[config.mk]
export PLATFORM = sky130hd
export DESIGN_NAME = serial_loader
export DESIGN_NICKNAME = d
export VERILOG_FILES = /design/src/rtl/serial_loader.sv
export SDC_FILE = /design/constraint.sdc
export NUM_CORES = 1
export LEC_CHECK = 0
export ABC_AREA = 0
export CAP_MARGIN = 20
export CORE_AREA = 2 2 39 41
export CTS_CLUSTER_DIAMETER = 80
export DETAILED_ROUTE_END_ITERATION = 12
export DIE_AREA = 0 0 41 43
export PLACE_DENSITY_LB_ADDON = 0.25
export SYNTH_ARGS = -nofsm -noshare
export SYNTH_HDL_FRONTEND = slang
export SYNTH_SLANG_ARGS = --single-unit
[constraint.sdc]
create_clock -name Clk -period 4.25 [get_ports Clk]
set_input_delay 0.85 -clock Clk [delete_from_list [all_inputs] [get_ports Clk]]
set_output_delay 0.85 -clock Clk [all_outputs]
set_load 0.05 [all_outputs]
[src/rtl/serial_loader.sv]
// Serial-to-parallel loader: shifts WIDTH bits in MSB-first and pulses load with D for a downstream enabled register.
// Optional even-parity checking is compiled in with `define SERIAL_LOADER_PARITY_EN.
module serial_loader #(
    parameter int WIDTH = 4
) (
    input  logic             Clk,
    input  logic             reset,
    input  logic             start,
    input  logic             sin,
    output logic             ready,
    output logic             busy,
    output logic [WIDTH-1:0] D,
    output logic             load,
    output logic             perr
);
    localparam int CW = $clog2(WIDTH + 1);
    localparam logic [CW-1:0] LAST = CW'(WIDTH - 1);

`ifdef SERIAL_LOADER_PARITY_EN
    typedef enum logic [1:0] {IDLE = 2'd0, SHIFT = 2'd1, PAR = 2'd2} state_t;
`else
    typedef enum logic [0:0] {IDLE = 1'b0, SHIFT = 1'b1} state_t;
`endif

    state_t            state, state_nxt;
    logic [CW-1:0]     cnt;
    logic [WIDTH-1:0]  shreg;
    logic [WIDTH:0]    shcat;
    logic [WIDTH-1:0]  shnext;
    logic              last_bit;
    logic              unused_msb;

    // Concatenate-then-truncate keeps the shift legal for WIDTH=1 as well.
    assign shcat      = {shreg, sin};
    assign shnext     = shcat[WIDTH-1:0];
    assign unused_msb = shcat[WIDTH];
    assign last_bit   = (cnt == LAST);

    assign ready = (state == IDLE);
    assign busy  = (state != IDLE);

    always_ff @(posedge Clk or negedge reset) begin
        if (!reset) state <= IDLE;
        else        state <= state_nxt;
    end

    always_comb begin
        state_nxt = state;
        case (state)
            IDLE:  if (start) state_nxt = SHIFT;
`ifdef SERIAL_LOADER_PARITY_EN
            SHIFT: if (last_bit) state_nxt = PAR;
            PAR:   state_nxt = IDLE;
`else
            SHIFT: if (last_bit) state_nxt = IDLE;
`endif
            default: state_nxt = IDLE;
        endcase
    end

    always_ff @(posedge Clk or negedge reset) begin
        if (!reset) begin
            cnt   <= '0;
            shreg <= '0;
            D     <= '0;
            load  <= 1'b0;
`ifdef SERIAL_LOADER_PARITY_EN
            perr  <= 1'b0;
`endif
        end else begin
            load <= 1'b0;
`ifdef SERIAL_LOADER_PARITY_EN
            perr <= 1'b0;
`endif
            case (state)
                IDLE: begin
                    if (start) begin
                        cnt   <= '0;
                        shreg <= '0;
                    end
                end
                SHIFT: begin
                    shreg <= shnext;
                    cnt   <= cnt + 1'b1;
`ifndef SERIAL_LOADER_PARITY_EN
                    if (last_bit) begin
                        D    <= shnext;
                        load <= 1'b1;
                    end
`endif
                end
`ifdef SERIAL_LOADER_PARITY_EN
                // Even parity: data bits plus parity bit must XOR to zero.
                PAR: begin
                    if (^{shreg, sin} == 1'b0) begin
                        D    <= shreg;
                        load <= 1'b1;
                    end else begin
                        perr <= 1'b1;
                    end
                end
`endif
                default: ;
            endcase
        end
    end

`ifndef SERIAL_LOADER_PARITY_EN
    assign perr = 1'b0;
`endif

endmodule
==> results of run 1 <==
==> logic make-up (layout without fill, tap and decap cells) <==
group,Yosys count,after routing,synth area share (%)
adder cells (fa/ha/maj),2,2,5.088
multiplexers,4,4,9.160
flip-flops,12,12,61.07
AND/OR/NAND/NOR,6,6,6.616
other,1,1,0.7626
AO/OA/AOI/OAI,7,7,11.20
buffers and inverters,5,16,6.107
==> layout by cell type (no fill, tap or decap) <==
master and count:
a21oi_1 1, o21ai_2 1, o21ai_0 1, nor2_1 1, o22ai_1 1, ha_1 2
a22o_2 3, conb_1 1, nand2b_1 2, clkdlybuf4s50_1 10, clkbuf_4 3, inv_1 3
mux2_2 4, dfrtp_1 12, or3b_1 1, nand2_1 2
==> path summary, 6_finish.rpt <==
kind | from | to | slack [ns]
worst max-delay path | busy$_DFF_PN0_ | ready | 1.66
worst min-delay path | cnt[0]$_DFFE_PN0P_ | cnt[0]$_DFFE_PN0P_ | 0.49
worst max register to register | cnt[0]$_DFFE_PN0P_ | D[3]$_DFFE_PN0P_ | 2.78
worst min register to register | cnt[0]$_DFFE_PN0P_ | cnt[0]$_DFFE_PN0P_ | 0.49
max in group asynchronous | reset | D[3]$_DFFE_PN0P_ | 2.97
min in group asynchronous | reset | load$_DFF_PN0_ | 0.93
==> cell usage after synthesis (all sizes together) <==
| cell type | count |
|---|---|
| dfrtp | 12 |
| mux2 | 4 |
| a22o | 3 |
| inv | 3 |
| buf | 2 |
| ha | 2 |
| nand2 | 2 |
| nand2b | 2 |
| o21ai | 2 |
| a21oi | 1 |
| conb | 1 |
| nor2 | 1 |
| o22ai | 1 |
| or3b | 1 |
==> critical path, delay by kind of cell, from the launching register on <==
kind     cells  cell delay [ns]
buf+inv      2             0.98
flops        1             0.49
==> through the flow <==
step | hold WS (ns) | std cells | setup WS, ns | utilization, % | instance area [um^2]
floorplan | 0.4414 | 37 | 2.269 | - | 491.7
finish | 0.4866 | 64 | 1.663 | 44.48 | 615.6
global route | 0.4974 | 64 | 1.590 | 44.48 | 615.6
global placement | 0.4552 | 61 | 1.986 | 42.86 | 593.1
CTS | 0.4882 | 64 | 1.654 | 44.48 | 615.6
detailed placement | 0.4766 | 61 | 1.969 | 42.86 | 593.1
==> layer usage <==
metal / wire (um) / share of wire [%]
met5: 0 / 0
met4: 10 / 1.2
met3: 42 / 5.0
met2: 418 / 50
met1: 361 / 43
==> area by class of cell <==
cell class	instances	area, um^2
Clock buffer	3	22.52
Timing Repair Buffer	10	100.1
Tap cell	16	20.02
Sequential cell	12	300.3
Fill cell	127	768.2
Multi-Input combinational cell	20	161.4
Inverter	3	11.26
==> flip-flops by register name (all words and copies together) (netlist names) <==
name,flops
D,4
cnt,3
shreg,3
busy,1
load,1
==> results.toml, run 1 <==
[status]
outcome = "finished clean"

[global_routing]
antenna_found_initial = 0
grt_start_max_net_pins = 13
met3_usage_pct = 3.141
grt_pass1_wl_mm = 1.414
grt_usage_pct = 12.78
grtUsageMet2_pct = 16.56
grt.overflow.total = 0
first_global_vias = 326
met1_usage_pct = 16.38
grt_busiest_layer = "met2"

[die]
rows = 14
die_w_um = 41
ios = 12
dieArea_um2 = 1763
die_h_um = 43
initial_core_util_pct = 35.53
core_area_um2 = 1384

[timing]
setup_viol = 0
fin_crit_sh_pct = 60.87
rsz0062_at_grt = "false"
fin_worst_skew_ns = 0.004101
worstMarginPinSlew_ns = 0.5212
period_needed_ns = 2.587
timing.final.hold_violations = 0
maxSlewViolCount = 0
max_freq_ghz = 0.3865
finalSetupTns_ns = 0
maxSlewHeadroom_pct = 65.14

[clock_tree]
clk_latency_ns = 0.26
cts_root_buffer = "clkbuf_4"
numCtsBuffers = 3
cts_resized = 0
tritoncts = "yes"
htree_levels = 1
clockBufferDepth = 2
clk_pin_slew_worst_paths_ns = 0.06
postCtsSetupBuffers = 0
hold_buffers = 0
clock-sinks = 12

[hold_path]
whs_path_depth = 1
hp-class = "flip-flop to flip-flop"

[setup_path]
worstPathArrival_ns = 1.74
critPathLaunchType = "flip-flop"
end_kind = "primary output"
slowest_stage = "clkdlybuf4s50_1"
critical_path.cell_chain = "inv_1, clkdlybuf4s50_1"
required_ns = 3.40
path_class = "flip-flop to primary output"
reg2reg_depth = 4
crit_path_max_fanout = 12
critical_path.max_stage_delay_ns = 0.82

[synth]
synthCells = 37
ys.warnings.count = 0
ys_ff_latch = 12
ys_seq_area_share_pct = 61.07
synth_top_area_cell = "dfrtp_1"
synthesis.area_um2 = 491.7
yosysTopAreaCellShare_pct = 61.07
synth_area_per_cell_um2 = 13.29
yosys-top-cells-area = "dfrtp_1 61%, mux2_2 9.2%, a22o_2 6.1%"
ys_types = 16
syn-num-nets = 43

[place]
portBuffers = 10
gp_congestion = 0.8284
dp_hpwl_um = 601.5

[cells_and_area]
syn2layout_area_growth_pct = 25.19
n_antenna_cell = 0
layout.nets = 56
drive_above_1_share_pct = 22.92

[routing]
via_count = 302
dr.first_iter.drc_count = 3
drt-pass1-iter-count = 3
routed_wl_um = 833
via_per_inst = 4.719
wire_per_inst_um = 13.02
final_antenna_net_count = 0
drc_errors = 0

[run]
maxCapViolations = 0
Power of run 1 is left out: the tool's default activity adds up to more than one toggle a clock period on the data nets, which glitch-free logic cannot reach.
==> run 2: changes to the inputs <==
==> constraint.sdc (replaced) <==
create_clock -name Clk -period 2.6 [get_ports Clk]
set_input_delay 0.52 -clock Clk [delete_from_list [all_inputs] [get_ports Clk]]
set_output_delay 0.52 -clock Clk [all_outputs]
set_load 0.05 [all_outputs]
==> results of run 2 <==
The final DEF is identical to that of run 1. Status: finished clean.
Among the figures that moved: setup slack after placement 1.969 ns -> 0.6495 ns; setup slack after layout 1.663 ns -> 0.3428 ns; register-to-register setup slack 2.78 ns -> 1.13 ns
Power of run 2 is left out for the same reason.
